## src/rtl/pc_unit_if.sv

```systemverilog
// Fetch-PC unit interface: control/branch side drives redirect requests,
// the PC unit returns the fetch address, EPC and status flags.
interface pc_unit_if #(
    parameter int unsigned ADDRESS_SIZE = 32
);
    logic                    stall;
    logic                    branch_taken;
    logic [ADDRESS_SIZE-1:0] branch_target;
    logic                    jump;
    logic [ADDRESS_SIZE-1:0] jump_target;
    logic                    exception;
    logic                    eret;
    logic                    ras_push;
    logic                    ras_pop;
    logic [ADDRESS_SIZE-1:0] pc;
    logic [ADDRESS_SIZE-1:0] pc_plus4;
    logic [ADDRESS_SIZE-1:0] epc;
    logic                    pc_valid;
    logic                    ras_empty;

    // Control/branch logic side
    modport master (
        output stall, branch_taken, branch_target, jump, jump_target,
               exception, eret, ras_push, ras_pop,
        input  pc, pc_plus4, epc, pc_valid, ras_empty
    );

    // PC unit side
    modport slave (
        input  stall, branch_taken, branch_target, jump, jump_target,
               exception, eret, ras_push, ras_pop,
        output pc, pc_plus4, epc, pc_valid, ras_empty
    );
endinterface

```

## src/rtl/pc_unit.sv

```systemverilog
// Fetch program-counter unit for the single-cycle MIPS core.
// Holds the fetch PC, a one-cycle boot state, the exception PC and,
// when the PC_RAS_EN macro is defined, a circular return-address stack.
// Next-PC priority in RUN: exception > eret > stall > branch > jump > pop > +4.
module pc_unit #(
    parameter int unsigned           ADDRESS_SIZE = 32,
    parameter logic [ADDRESS_SIZE-1:0] RESET_VECTOR = '0,
    parameter logic [ADDRESS_SIZE-1:0] EXC_VECTOR   = ADDRESS_SIZE'(32'h0000_0180),
    parameter int unsigned           RAS_DEPTH    = 4
) (
    input  logic        clk,
    input  logic        reset,
    pc_unit_if.slave    bus
);

    typedef enum logic {
        BOOT = 1'b0,
        RUN  = 1'b1
    } state_t;

    function automatic logic [ADDRESS_SIZE-1:0] align(input logic [ADDRESS_SIZE-1:0] a);
        return {a[ADDRESS_SIZE-1:2], 2'b00};
    endfunction

    localparam logic [ADDRESS_SIZE-1:0] RESET_PC = align(RESET_VECTOR);
    localparam logic [ADDRESS_SIZE-1:0] EXC_PC   = align(EXC_VECTOR);

    state_t                  state;
    logic [ADDRESS_SIZE-1:0] pc_r;
    logic [ADDRESS_SIZE-1:0] epc_r;
    logic                    pc_valid_r;
    logic [ADDRESS_SIZE-1:0] pc_plus4_w;
    logic [ADDRESS_SIZE-1:0] ras_top;
    logic                    ras_pop_en;
    logic                    ras_empty_w;

    assign pc_plus4_w = pc_r + ADDRESS_SIZE'(4);

`ifdef PC_RAS_EN
    localparam int unsigned PTR_W = $clog2(RAS_DEPTH);

    logic [ADDRESS_SIZE-1:0] ras_mem [RAS_DEPTH];
    logic [PTR_W-1:0]        ras_ptr;
    logic [PTR_W:0]          ras_count;
    logic                    ras_push_en;

    // Push is allowed alongside eret/branch/jump (jal); pop only redirects
    // when nothing of higher priority claims the PC and the stack has data.
    assign ras_push_en = (state == RUN) && !bus.stall && !bus.exception && bus.ras_push;
    assign ras_pop_en  = (state == RUN) && !bus.exception && !bus.eret && !bus.stall &&
                         !bus.branch_taken && !bus.jump && bus.ras_pop &&
                         (ras_count != '0);
    assign ras_top     = ras_mem[ras_ptr];
    assign ras_empty_w = (ras_count == '0);

    // Stack pointer/count update; a push onto a full stack overwrites the oldest entry
    always_ff @(posedge clk) begin
        if (reset) begin
            ras_ptr   <= '0;
            ras_count <= '0;
        end else if (ras_push_en && ras_pop_en) begin
            ras_mem[ras_ptr] <= pc_plus4_w;
        end else if (ras_push_en) begin
            ras_mem[ras_ptr + 1'b1] <= pc_plus4_w;
            ras_ptr                 <= ras_ptr + 1'b1;
            if (ras_count != (PTR_W + 1)'(RAS_DEPTH)) begin
                ras_count <= ras_count + 1'b1;
            end
        end else if (ras_pop_en) begin
            ras_ptr   <= ras_ptr - 1'b1;
            ras_count <= ras_count - 1'b1;
        end
    end
`else
    logic unused_ras;

    assign unused_ras  = bus.ras_push ^ bus.ras_pop;
    assign ras_pop_en  = 1'b0;
    assign ras_top     = '0;
    assign ras_empty_w = 1'b1;
`endif

    // Boot/run state machine with registered pc, epc and pc_valid
    always_ff @(posedge clk) begin
        if (reset) begin
            state      <= BOOT;
            pc_r       <= RESET_PC;
            epc_r      <= '0;
            pc_valid_r <= 1'b0;
        end else begin
            case (state)
                BOOT: begin
                    state      <= RUN;
                    pc_r       <= RESET_PC;
                    pc_valid_r <= 1'b1;
                end
                RUN: begin
                    pc_valid_r <= 1'b1;
                    if (bus.exception) begin
                        epc_r <= pc_r;
                        pc_r  <= EXC_PC;
                    end else if (bus.eret) begin
                        pc_r <= align(epc_r);
                    end else if (bus.stall) begin
                        pc_r <= pc_r;
                    end else if (bus.branch_taken) begin
                        pc_r <= align(bus.branch_target);
                    end else if (bus.jump) begin
                        pc_r <= align(bus.jump_target);
                    end else if (ras_pop_en) begin
                        pc_r <= align(ras_top);
                    end else begin
                        pc_r <= pc_plus4_w;
                    end
                end
            endcase
        end
    end

    assign bus.pc        = pc_r;
    assign bus.pc_plus4  = pc_plus4_w;
    assign bus.epc       = epc_r;
    assign bus.pc_valid  = pc_valid_r;
    assign bus.ras_empty = ras_empty_w;

endmodule

```

## src/flat_wrapper.sv

```systemverilog
// flat-port wrapper written by rule: the top's interface ports become plain ports
module pc_unit_flat 
#(
    parameter int unsigned           ADDRESS_SIZE = 32,
    parameter logic [ADDRESS_SIZE-1:0] RESET_VECTOR = '0,
    parameter logic [ADDRESS_SIZE-1:0] EXC_VECTOR   = ADDRESS_SIZE'(32'h0000_0180),
    parameter int unsigned           RAS_DEPTH    = 4
)
  (clk, reset, bus_stall, bus_branch_taken, bus_branch_target, bus_jump, bus_jump_target, bus_exception, bus_eret, bus_ras_push, bus_ras_pop, bus_pc, bus_pc_plus4, bus_epc, bus_pc_valid, bus_ras_empty);
  pc_unit_if #(.ADDRESS_SIZE(ADDRESS_SIZE)) bus_i ();
  input  logic clk;
  input  logic reset;
  input wire logic [$bits(bus_i.stall)-1:0] bus_stall;
  input wire logic [$bits(bus_i.branch_taken)-1:0] bus_branch_taken;
  input wire logic [$bits(bus_i.branch_target)-1:0] bus_branch_target;
  input wire logic [$bits(bus_i.jump)-1:0] bus_jump;
  input wire logic [$bits(bus_i.jump_target)-1:0] bus_jump_target;
  input wire logic [$bits(bus_i.exception)-1:0] bus_exception;
  input wire logic [$bits(bus_i.eret)-1:0] bus_eret;
  input wire logic [$bits(bus_i.ras_push)-1:0] bus_ras_push;
  input wire logic [$bits(bus_i.ras_pop)-1:0] bus_ras_pop;
  output wire logic [$bits(bus_i.pc)-1:0] bus_pc;
  output wire logic [$bits(bus_i.pc_plus4)-1:0] bus_pc_plus4;
  output wire logic [$bits(bus_i.epc)-1:0] bus_epc;
  output wire logic [$bits(bus_i.pc_valid)-1:0] bus_pc_valid;
  output wire logic [$bits(bus_i.ras_empty)-1:0] bus_ras_empty;
  assign bus_i.stall = bus_stall;
  assign bus_i.branch_taken = bus_branch_taken;
  assign bus_i.branch_target = bus_branch_target;
  assign bus_i.jump = bus_jump;
  assign bus_i.jump_target = bus_jump_target;
  assign bus_i.exception = bus_exception;
  assign bus_i.eret = bus_eret;
  assign bus_i.ras_push = bus_ras_push;
  assign bus_i.ras_pop = bus_ras_pop;
  assign bus_pc = bus_i.pc;
  assign bus_pc_plus4 = bus_i.pc_plus4;
  assign bus_epc = bus_i.epc;
  assign bus_pc_valid = bus_i.pc_valid;
  assign bus_ras_empty = bus_i.ras_empty;
  pc_unit #(.ADDRESS_SIZE(ADDRESS_SIZE), .RESET_VECTOR(RESET_VECTOR), .EXC_VECTOR(EXC_VECTOR), .RAS_DEPTH(RAS_DEPTH)) u_core (.clk(clk), .reset(reset), .bus(bus_i));
endmodule
```

## config.mk

```make
export PLATFORM = sky130hd
export DESIGN_NAME = pc_unit_flat
export DESIGN_NICKNAME = d
export VERILOG_FILES = /design/src/rtl/pc_unit_if.sv /design/src/rtl/pc_unit.sv /design/src/flat_wrapper.sv
export SDC_FILE = /design/constraint.sdc
export NUM_CORES = 1
export LEC_CHECK = 0
export BUFFER_PORTS_ARGS = -buffer_cell sky130_fd_sc_hd__buf_2
export CORE_MARGIN = 2
export CORE_UTILIZATION = 35
export DETAILED_ROUTE_END_ITERATION = 7
export PLACE_DENSITY = 0.73
export SLEW_MARGIN = 20
export SYNTH_ARGS = -nofsm -noshare
export SYNTH_HDL_FRONTEND = slang
export SYNTH_SLANG_ARGS = --single-unit
```

## constraint.sdc

```tcl
create_clock -name clk -period 2.3 [get_ports clk]
set_clock_uncertainty 0.15 [all_clocks]
set_input_delay 0.46 -clock clk [delete_from_list [all_inputs] [get_ports clk]]
set_output_delay 0.46 -clock clk [all_outputs]
set_load 0.005 [all_outputs]
```

* Word-level counts from Yosys, hierarchy flattened *
Index checks and enable logic that the tools add are counted.

cells by class
  bitwise logic cells = 1
  equal/unequal tests = 1
  muxes and demuxes = 7
  reduce and logical (&&, ||, !) cells = 1
  add/subtract/negate cells = 1

operators with widths
  operator                                       number
  2-to-1 mux 32 bit                              5
  one-hot mux 32 bit (2 select lines)            1
  adder 32 x 3 -> 32 bit, second input constant  1
  inequality test 4 bit, second input constant   1
  AND reduction 2 bit                            1
  2-to-1 mux 1 bit                               1
  inverter 1 bit                                 1

storage, ports and cells
  register bits = 65
  word-level logic and storage cells = 14

* Depth between registers and ports, before layout *
  word-level depth = 7
  mapped depth = 7
  depth with buffers taken out = 6

* Least setup slack after synthesis *
No wires, ideal clock.

  path type = register -> output
  start point = register u_core.pc_r[5], in the netlist u_core.bus.pc[5]
  end point = output port bus_pc_plus4[23]
  path buffers = 2
  data arrival time = 1.847 ns
  required time = 1.690 ns
  path slack = -0.157 ns
  stages on the path, launching flop included = 7
  cell sequence = dfxtp_1 -> buf_2 -> and4_2 -> clkbuf_1 -> nand4_1 -> o31a_1 -> or2_2

on the way
  cells in the longest elaborated chain, start to end = 1

ends and longest elaborated chain
  element                 RTL line            source
  start, declared         pc_unit.sv:29       logic [ADDRESS_SIZE-1:0] pc_r;
  start signal, assigned  pc_unit.sv:103      pc_r <= align(epc_r);
  start signal, assigned  pc_unit.sv:105      pc_r <= pc_r;
  start signal, assigned  pc_unit.sv:107      pc_r <= align(bus.branch_target);
  adder 32 x 3 -> 32 bit  pc_unit.sv:37       assign pc_plus4_w = pc_r + ADDRESS_SIZE'(4);
  end, declared           flat_wrapper.sv:23  output wire logic [$bits(bus_i.pc_plus4)-1:0] bus_pc_plus4;

Every way passes these cells.

* Worst setup path after layout *
  start point = register u_core.pc_r[3], in the netlist u_core.bus.pc[3]
  end point = output port bus_pc_plus4[24]

The elaborated chain is that of the path after synthesis.

==> flow_summary.yaml <==
status:
  run_status: "complete, but fails checks"
  failed_checks: "setup timing"
synthesis:
  syn_area_um2: 3870
  yosys_warnings: 0
  synth_xor_area_share_pct: 5.43
  ys.flop_type: "dfxtp_1"
  synth_compound_area_share_pct: 27.1
  synthMuxAreaShare_pct: 1.42
  async_flop_share_pct: 0
  synth_edf_count: 0
  ys_types: 66
  syn_area_per_cell_um2: 7.40
  yosys.area_share.simple_pct: 27.1
  synth_seq_cells: 61
  synthAdderAreaFrac_pct: 0.323
  yosysSeqAreaShare_pct: 31.5
  netlist_instances: 523
  synth_top_family_by_area: "compound AO/OA/AOI/OAI gates"
worst_setup_path:
  crit_family: "simple AND/OR/NAND/NOR gates"
  cp.required_ps: 1690
  crit_buf_inv: 3
  critical-path-max-stage-delay_ps: 370
  crit_fanout: 4
  cp-start-kind: "flop"
  r2r_end: "u_core.bus.pc[19]"
  r2r-start: "u_core.bus.pc[10]"
  reg2regPathDepth: 9
  path_class: "reg2out"
  ff2ff_setup_slack_ps: 60
  slowest_stage: "dfxtp_4"
  end_kind: "output pin"
  arrival_ps: 1980
  cp_cell_sequence: "ha_4, buf_4, buf_6, and3_4, and4_4, nand4_1, xnor2_2, buf_2"
detailed_routing:
  totalWireLength_um: 17800
  drc: 0
  drt_pass1_iterations: 6
  viasPerCell: 5.84
  ant_nets: 0
  vias: 5294
  drt_iter0_markers: 446
  wl_per_cell_um: 19.7
sta:
  finalHoldViolations: 0
  rsz0062_at_grt: "yes"
  setup_violations: 22
  setup_ws_ps: -285
  max_freq_mhz: 387
  fin_crit_sh_pct: 112
  finalCriticalPeriod_ps: 2590
  final-max-slew-violation-count: 0
  worst_pin_slew_ps: 525
  maxSlewHeadroom_pct: 64.1
  tns_ps: -3480
floorplan:
  ioPinCount: 171
  die_h_um: 109
  core_um2: 10800
  row_count: 38
  dieArea_um2: 11900
  start_util_pct: 35.9
  chipWidth_um: 109
pwr:
  p_sw_mw: 0.719
  max-vdd-ir-drop_mv: 0.473
  pwr-share-seq_pct: 39.0
  power_leakage_nw: 2.95
  power.density_nw_per_um2: 447
  combPwrFrac_pct: 15.8
  power_frac_clock_pct: 45.2
  p_sw_share_pct: 25.8
  p_int_mw: 2.06
placed_design:
  hpwl_um: 12500
  globalplace.congestion: 0.959
  io_buffers: 157
  numPlacedInstances: 849
  dpl_cell_area_um2: 5220
cts:
  clock_path_buffers: 2
  cts.sinks: 61
  cts_tree: "built"
  htree_levels: 3
  postCtsHoldBufs: 0
  worst_skew_pair.late_latency_ps: 350
  cts_made_buffers: 9
  root_buffer: "clkbuf_8"
  path_clk_slew_ps: 70
job:
  max-cap-violations: 0
cells_and_area:
  mostFrequentLayoutCell: "buf_2"
  finalNonFillerCells: 906
  utilization_pct: 57.7
  stdcell_area_um2: 6230
  nets: 835
  drive_above_1_share_pct: 47.8
  final_cell_mix: "155 x buf_2, 97 x buf_4, 88 x nand2_1"
  syn2layout_area_growth_pct: 60.9
  antenna_cells: 0
global_routing:
  grt_pass1_vias: 4801
  grt_antenna_before_repair: 0
  grt.overflow.total: 0
  grt_first_pass_wirelength_um: 25700
  grt_usage_pct: 28.3
  grt_max_degree: 29
min_path:
  min_path_cells: 3
  whs_endpoint: "u_core.bus.pc[25]"
  min_path_type: "in2reg"
  hp-start: "bus_jump_target[25]"
-- sequential cells by signal, summed over array words and instances, names as in the netlist --
register	cells
u_core.bus.epc	30
u_core.bus.pc	30
u_core.bus.pc_valid	1
-- area by class of cell --
| type | count | area, um2 |
|---|---|---|
| clock buffers | 13 | 169 |
| repair buffers | 273 | 1750 |
| flip-flops and latches | 61 | 1250 |
| fillers | 936 | 4570 |
| clock inverters | 3 | 90.1 |
| inverters | 10 | 37.5 |
| well taps | 140 | 175 |
| multi-input cells | 406 | 2750 |
-- cells in the mapped netlist, drive strengths merged (4+ instances only) --
cell	number	area, um2
o211ai	5	37.5
nor4	5	31.3
a21boi	4	30.0
nand2	95	357
mux2i	4	40.0
inv	7	26.3
nor2b	5	31.3
nand3	13	65.1
o22ai	13	81.3
and3	7	43.8
dfxtp	61	1220
clkbuf	37	139
and4	8	71.3
nor3b	4	30.0
nor3	14	70.1
nor2	31	116
o221ai	5	43.8
a221oi	5	43.8
nand4	15	100
a31oi	5	31.3
o21a	6	45.0
xnor2	17	149
buf	14	86.3
o21ai	18	90.1
xor2	7	61.3
nand2b	5	31.3
a22oi	8	60.1
a221o	4	40.0
a32oi	5	43.8
a21oi	39	195
-- worst max path at each step --
stage / cells past startpoint / to / slack [ps] / start
2_1_floorplan: 6 / bus_pc_plus4[23] / 4 / u_core.bus.pc[5]
3_3_place_gp: 5 / bus_pc_plus4[20] / 20 / u_core.bus.pc[6]
3_5_place_dp: 5 / bus_pc_plus4[20] / 4 / u_core.bus.pc[6]
4_1_cts: 6 / bus_pc_plus4[20] / -280 / u_core.bus.pc[3]
5_1_grt: 8 / bus_pc_plus4[24] / -380 / u_core.bus.pc[2]
6_report: 8 / bus_pc_plus4[24] / -290 / u_core.bus.pc[3]
-- worst reg2reg max path: stages, from the launching register on --
cell and delay [ps]:
dfxtp_4 380, buf_6 100, nand4_1 130, nor4_2 180, buf_4 210, nand4_1 180, buf_4 190, buf_4 130
o41ai_2 330, a22o_1 190
-- power groups by stage --
stage | registers (mW) | logic [mW] | clock network, mW
global placement | 1.11 | 0.398 | 0
finish | 1.08 | 0.441 | 1.26
detailed placement | 1.11 | 0.404 | 0
floorplan | 1.11 | 0.194 | 0
CTS | 1.09 | 0.415 | 1.27
global route | 1.09 | 0.465 | 1.31
-- per-stage QoR --
stage	setup slack, ps	power [mW]	hold slack (ps)
finish	-285	2.78	235
detailed placement	3.91	1.51	314
floorplan	4.26	1.31	311
global route	-381	2.86	229
CTS	-282	2.77	223
global placement	24.3	1.51	308
-- kinds of logic (layout without fill, tap and decap cells) --
| family | after synthesis | count (layout) |
|---|---|---|
| AND/OR/NAND/NOR | 216 | 216 |
| other | 2 | 7 |
| buffers and inverters | 61 | 299 |
| adder cells (fa/ha/maj) | 1 | 1 |
| XOR/XNOR | 24 | 24 |
| flip-flops | 61 | 61 |
| AO/OA/AOI/OAI | 153 | 153 |
| multiplexers | 5 | 5 |
-- layer usage --
metal,global-route usage (%),up-vias,share of wire (%),wire length [um]
li1,-,2375,-,-
met1,36.0,2503,38,6800
met2,46.3,357,48,8530
met3,6.52,59,11,1970
met4,11.5,0,2.8,507
met5,0,-,0,0
-- repair_timing --
item	in CTS	in global routing
buffers inserted	25	19
gates resized for setup	68	44
pin swaps	26	31
endpoints found under the setup margin	23	27
Power figures use the tool's default switching activity.
